===== config.mk =====
export PLATFORM = sky130hd
export DESIGN_NAME = if_id_queue_flat
export DESIGN_NICKNAME = d
export VERILOG_FILES = /design/src/rtl/if_id_queue_pkg.sv /design/src/rtl/if_id_queue_if.sv /design/src/rtl/if_id_queue_iq_ctrl.sv /design/src/rtl/if_id_queue.sv /design/src/flat_wrapper.sv
export SDC_FILE = /design/constraint.sdc
export NUM_CORES = 1
export LEC_CHECK = 0
export ABC_AREA = 1
export CAP_MARGIN = 30
export CORE_UTILIZATION = 30
export CTS_CLUSTER_DIAMETER = 50
export DETAILED_ROUTE_END_ITERATION = 16
export PLACE_DENSITY_LB_ADDON = 0.08
export SYNTH_ARGS = -nofsm -noshare
export SYNTH_HDL_FRONTEND = slang
export SYNTH_SLANG_ARGS = --single-unit

===== constraint.sdc =====
create_clock -name clk -period 2.3 [get_ports clk]
set_input_delay 0.23 -clock clk [delete_from_list [all_inputs] [get_ports clk]]
set_output_delay 0.23 -clock clk [all_outputs]
set_load 0.02 [all_outputs]

===== src/rtl/if_id_queue_pkg.sv =====
// Shared fetch/decode definitions: instruction constants and the queued entry type.
package if_id_queue_pkg;

    localparam logic [15:0] NOP_INSTR = 16'h0800;
    localparam logic [4:0]  HALT_OPC  = 5'b00000;

    typedef struct packed {
        logic [15:0] instr;
        logic [15:0] pcinc;
    } iq_entry_t;

endpackage


===== src/rtl/if_id_queue_if.sv =====
// Fetch-side and decode-side handshake of the IF/ID instruction queue.
interface if_id_queue_if;

    logic        in_valid;
    logic [15:0] in_instr;
    logic [15:0] in_pcinc;
    logic        in_ready;
    logic        out_valid;
    logic [15:0] out_instr;
    logic [15:0] out_pcinc;
    logic        out_ready;

    modport master (
        output in_valid, in_instr, in_pcinc, out_ready,
        input  in_ready, out_valid, out_instr, out_pcinc
    );

    modport slave (
        input  in_valid, in_instr, in_pcinc, out_ready,
        output in_ready, out_valid, out_instr, out_pcinc
    );

endinterface


===== src/rtl/if_id_queue_iq_ctrl.sv =====
// Queue bookkeeping: pointers, occupancy, push/pop/flush decisions and HALT tracking.
module if_id_queue_iq_ctrl #(
    parameter int DEPTH = 2,
    localparam int PTR_W = (DEPTH > 1) ? $clog2(DEPTH) : 1,
    localparam int CNT_W = $clog2(DEPTH + 1)
) (
    input  logic             clk,
    input  logic             rst,
    input  logic             flush,
    input  logic             in_valid,
    input  logic             out_ready,
    input  logic             in_is_halt,
    input  logic             head_is_halt,
    output logic             in_ready,
    output logic             out_valid,
    output logic             push,
    output logic [PTR_W-1:0] wr_ptr,
    output logic [PTR_W-1:0] rd_ptr,
    output logic [CNT_W-1:0] count,
    output logic             halt_pending,
    output logic             halt_seen
);

    logic pop;

    function automatic logic [PTR_W-1:0] ptr_inc(input logic [PTR_W-1:0] p);
        return (p == PTR_W'(DEPTH - 1)) ? '0 : p + 1'b1;
    endfunction

    assign in_ready  = (count != CNT_W'(DEPTH)) && !halt_pending;
    assign out_valid = (count != '0);
    assign push      = in_valid && in_ready && !flush;
    assign pop       = out_valid && out_ready && !flush;

    always_ff @(posedge clk) begin
        if (rst) begin
            wr_ptr       <= '0;
            rd_ptr       <= '0;
            count        <= '0;
            halt_pending <= 1'b0;
            halt_seen    <= 1'b0;
        end else if (flush) begin
            // halt_seen survives a redirect; only reset clears it
            wr_ptr       <= '0;
            rd_ptr       <= '0;
            count        <= '0;
            halt_pending <= 1'b0;
        end else begin
            if (push) wr_ptr <= ptr_inc(wr_ptr);
            if (pop)  rd_ptr <= ptr_inc(rd_ptr);
            if (push && !pop)
                count <= count + 1'b1;
            else if (pop && !push)
                count <= count - 1'b1;
            if (push && in_is_halt) halt_pending <= 1'b1;
            if (pop && head_is_halt) halt_seen    <= 1'b1;
        end
    end

endmodule


===== src/rtl/if_id_queue.sv =====
// IF/ID instruction queue: entry storage and head output mux around the control block.
module if_id_queue
    import if_id_queue_pkg::*;
#(
    parameter int          DEPTH     = 2,
    parameter logic [15:0] NOP_INSTR = if_id_queue_pkg::NOP_INSTR,
    parameter logic [4:0]  HALT_OPC  = if_id_queue_pkg::HALT_OPC,
    localparam int PTR_W = (DEPTH > 1) ? $clog2(DEPTH) : 1,
    localparam int CNT_W = $clog2(DEPTH + 1)
) (
    input  logic             clk,
    input  logic             rst,
    input  logic             flush,
    if_id_queue_if.slave     bus,
    output logic             halt_pending,
    output logic             halt_seen,
    output logic [CNT_W-1:0] count
);

    iq_entry_t        storage [DEPTH];
    iq_entry_t        head;
    logic             push;
    logic [PTR_W-1:0] wr_ptr;
    logic [PTR_W-1:0] rd_ptr;

    assign head = storage[rd_ptr];

    if_id_queue_iq_ctrl #(.DEPTH(DEPTH)) u_ctrl (
        .clk          (clk),
        .rst          (rst),
        .flush        (flush),
        .in_valid     (bus.in_valid),
        .out_ready    (bus.out_ready),
        .in_is_halt   (bus.in_instr[15:11] == HALT_OPC),
        .head_is_halt (head.instr[15:11] == HALT_OPC),
        .in_ready     (bus.in_ready),
        .out_valid    (bus.out_valid),
        .push         (push),
        .wr_ptr       (wr_ptr),
        .rd_ptr       (rd_ptr),
        .count        (count),
        .halt_pending (halt_pending),
        .halt_seen    (halt_seen)
    );

    // Entry contents are don't-care until written; the empty case is masked below.
    always_ff @(posedge clk) begin
        if (push) storage[wr_ptr] <= '{instr: bus.in_instr, pcinc: bus.in_pcinc};
    end

    assign bus.out_instr = bus.out_valid ? head.instr : NOP_INSTR;
    assign bus.out_pcinc = bus.out_valid ? head.pcinc : 16'h0000;

endmodule


===== src/flat_wrapper.sv =====
// flat-port wrapper written by rule: the top's interface ports become plain ports
module if_id_queue_flat import if_id_queue_pkg::*;
#(
    parameter int          DEPTH     = 2,
    parameter logic [15:0] NOP_INSTR = if_id_queue_pkg::NOP_INSTR,
    parameter logic [4:0]  HALT_OPC  = if_id_queue_pkg::HALT_OPC,
    localparam int PTR_W = (DEPTH > 1) ? $clog2(DEPTH) : 1,
    localparam int CNT_W = $clog2(DEPTH + 1)
)
  (clk, rst, flush, halt_pending, halt_seen, count, bus_in_valid, bus_in_instr, bus_in_pcinc, bus_out_ready, bus_in_ready, bus_out_valid, bus_out_instr, bus_out_pcinc);
  if_id_queue_if bus_i ();
  input  logic clk;
  input  logic rst;
  input  logic flush;
  output logic halt_pending;
  output logic halt_seen;
  output logic [CNT_W-1:0] count;
  input wire logic [$bits(bus_i.in_valid)-1:0] bus_in_valid;
  input wire logic [$bits(bus_i.in_instr)-1:0] bus_in_instr;
  input wire logic [$bits(bus_i.in_pcinc)-1:0] bus_in_pcinc;
  input wire logic [$bits(bus_i.out_ready)-1:0] bus_out_ready;
  output wire logic [$bits(bus_i.in_ready)-1:0] bus_in_ready;
  output wire logic [$bits(bus_i.out_valid)-1:0] bus_out_valid;
  output wire logic [$bits(bus_i.out_instr)-1:0] bus_out_instr;
  output wire logic [$bits(bus_i.out_pcinc)-1:0] bus_out_pcinc;
  assign bus_i.in_valid = bus_in_valid;
  assign bus_i.in_instr = bus_in_instr;
  assign bus_i.in_pcinc = bus_in_pcinc;
  assign bus_i.out_ready = bus_out_ready;
  assign bus_in_ready = bus_i.in_ready;
  assign bus_out_valid = bus_i.out_valid;
  assign bus_out_instr = bus_i.out_instr;
  assign bus_out_pcinc = bus_i.out_pcinc;
  if_id_queue #(.DEPTH(DEPTH), .NOP_INSTR(NOP_INSTR), .HALT_OPC(HALT_OPC)) u_core (.clk(clk), .rst(rst), .flush(flush), .bus(bus_i), .halt_pending(halt_pending), .halt_seen(halt_seen), .count(count));
endmodule

==> out/qor.txt <==
IO Pins -> 75
startpoint types -> register
crit-path most repeated cell -> inv_1
share of cells above drive strength 1 -> 0.07951
Peak supply drop -> 0.3576 mV
synthesized area per cell -> 11.75 µm²
Clk pin slew, worst setup/hold paths -> 0.07 ns
status -> finished with violations
DRC -> 6
Net count, final -> 360
Hold-fix buffers, CTS -> 0
fill count -> 854
dpl hpwl -> 3926 µm
Area growth syn-to-layout -> 38.66%
initial antenna violation count -> 0
count leader, synth -> nand2_1
Max Cap Viol -> 0
# diodes -> 0
top_reg_cell synth -> edfxtp_1
Clock Sinks -> 71
PostCTS Resize Cnt -> 25
Rel. slew slack -> 0.7947
Yosys top cell by area -> edfxtp_1
gr ovfl total -> 0
syn_nets -> 274
synth cell count leaders -> 78 x nand2_1, 64 x edfxtp_1, 32 x a21oi_1
wire per inst -> 13.54 µm
Starting Density -> 0.3135
EDFF count, synth -> 64
leakage power -> 1.535 nW
CTS tree -> built
total number of vias -> 1910
final worst-path setup slack -> 0.1494 ns
Least-Margin Pin Slew -> 0.3068 ns
Final ANT Viol Nets -> 0
1st-pass router iterations -> 11
root buffer cell -> clkbuf_8
Die W -> 98.16 µm
Setup WS pre-CTS -> 0.2056 ns
Netlist cell types -> 16
largest net degree at the start of global routing -> 28
register area -> 2062 µm²
WS Path Type -> reg2out
Area contributors post-synth -> edfxtp_1 69%, nand2_1 11%, a21oi_1 5.8%
Setup Buffers After CTS -> 0
Critical Path RT -> 2.07 ns
Max stage delay on crit path -> 0.62 ns
Crit. End Element -> output port
CORE AREA -> 8848 µm²
Min-Delay Path Class -> reg2reg
area occupied by multi-input gates -> 585.6 µm²
# setup viols final -> 0
Async S/R FF share, synth -> 0
#FFs+latches synth -> 71
routed vias/inst -> 4.391
first-pass GRT wire length -> 9397 µm
YS warnings -> 0
sequential fraction of the synthesis area -> 0.7433
Final Hold Violating Endpoints -> 0
Slowest cell on crit path -> clkdlybuf4s50_1
Final Critical Period -> 2.151 ns
Final Cycle Share -> 0.9350
H-tree levels -> 3
Layout Skew -> 0.009640 ns
vias in the first global route -> 1884
port buffer count -> 74
Mapped Area -> 2774 µm²
drt total wl -> 5888 µm
Rows -> 34
GPL Wtd Cong -> 0.7530
f_max -> 0.4650 GHz
Fin Setup TNS -> 0 ns
die height -> 98.16 µm
Yosys top cell area share -> 0.6928
critical path, cell by cell -> inv_1 > nand2_1 > inv_1 > a21oi_1 > clkdlybuf4s50_1
crit path max fanout -> 8
Gate Count Post-Synth -> 236
clk_lat worst skew -> 0.33 ns
fin. max-slew vios -> 0
Crit path arrival time -> 1.92 ns
clock buffers created by TritonCTS -> 9
Die ar. -> 9635 µm²
Power Density -> 655.1 nW/µm²
Tot GR Track Use -> 0.1322
Iteration-0 DRC Markers -> 70
unrepaired setup endpoints after global routing -> no
failing checks -> DRC
CTS Buffer Depth -> 2
## registers in the layout, summed over array words and instances (netlist names), named ones only
name and count:
u_core.u_ctrl.count 2, u_core.storage 64, u_core.u_ctrl.rd_ptr 1, u_core.u_ctrl.halt_seen 1, u_core.u_ctrl.wr_ptr 1, u_core.u_ctrl.halt_pending 1
## kinds of logic (layout without fill, tap and decap cells)
kind of cell             count (synthesis)  in the layout  share of synthesized area
AND/OR/NAND/NOR                         96             96                     0.1331
buffers and inverters                   31            122                    0.05097
AO/OA/AOI/OAI                           37             37                    0.06811
flip-flops                              71             71                     0.7433
adder cells (fa/ha/maj)                  1              1                   0.004510
## routing by layer
layer	track usage	wire, µm	vias up
met3	0.03006	242	10
met1	0.1571	2577	885
li1	-	-	968
met2	0.2259	2947	47
met4	0.06544	122	0
met5	0	0	-
## metrics by stage
step                      area (µm²)  total power, mW  utilization  instances  hold slack (ns)
after floorplan                 2779            1.602            -        236           0.2924
after global placement          3719            1.771       0.4202        419           0.4505
after detailed placement        3719            1.772       0.4202        419           0.4537
after CTS                       3840            2.561       0.4340        435           0.4600
after global routing            3846            2.640       0.4347        435           0.4659
final                           3846            2.520       0.4347        435           0.4607
## cell type report
type	count	area share
clock inverters	2	0.002602
repair buffers	84	0.2154
multi-input cells	134	0.1522
flip-flops and latches	71	0.5361
clock buffers	14	0.03709
well taps	108	0.03513
inverters	22	0.02147
## critical path: cells and delay by family, from the launching register on
kind                   cells  cell delay (ns)
AND/OR/NAND/NOR            1             0.16
buffers and inverters      3             0.87
AO/OA/AOI/OAI              1             0.17
flip-flops                 1             0.38
## worst paths after layout
path / startpoint / end / slack, ns / cells past startpoint
hold reg to reg: u_core.u_ctrl.halt_seen / u_core.u_ctrl.halt_seen / 0.46 / 2
hold / removal: u_core.u_ctrl.halt_seen / u_core.u_ctrl.halt_seen / 0.46 / 2
setup / recovery: u_core.u_ctrl.count[0] / bus_out_pcinc[4] / 0.15 / 5
setup reg to reg: u_core.u_ctrl.count[1] / u_core.u_ctrl.count[1] / 0.60 / 9
## where the power goes
group          total (mW)  switching, mW  internal (mW)
Combinational       0.269          0.145          0.125
Clock               0.795          0.405          0.390
Sequential           1.46        0.00917           1.45
## cells in the final DEF (no fill, tap or decap), types with 2 or more instances in the layout
cell,n
clkinv_2,2
dfxtp_1,7
a21oi_1,32
edfxtp_1,64
nand2_1,78
nor2_4,2
nand3_1,4
o21ai_0,4
dlygate4sd2_1,24
nor2_1,10
dlymetal6s2s_1,2
clkbuf_8,9
inv_1,21
buf_4,7
clkdlybuf4s50_1,47
buf_12,3
clkbuf_1,5
Note: power is estimated with default switching activity, not from simulation.
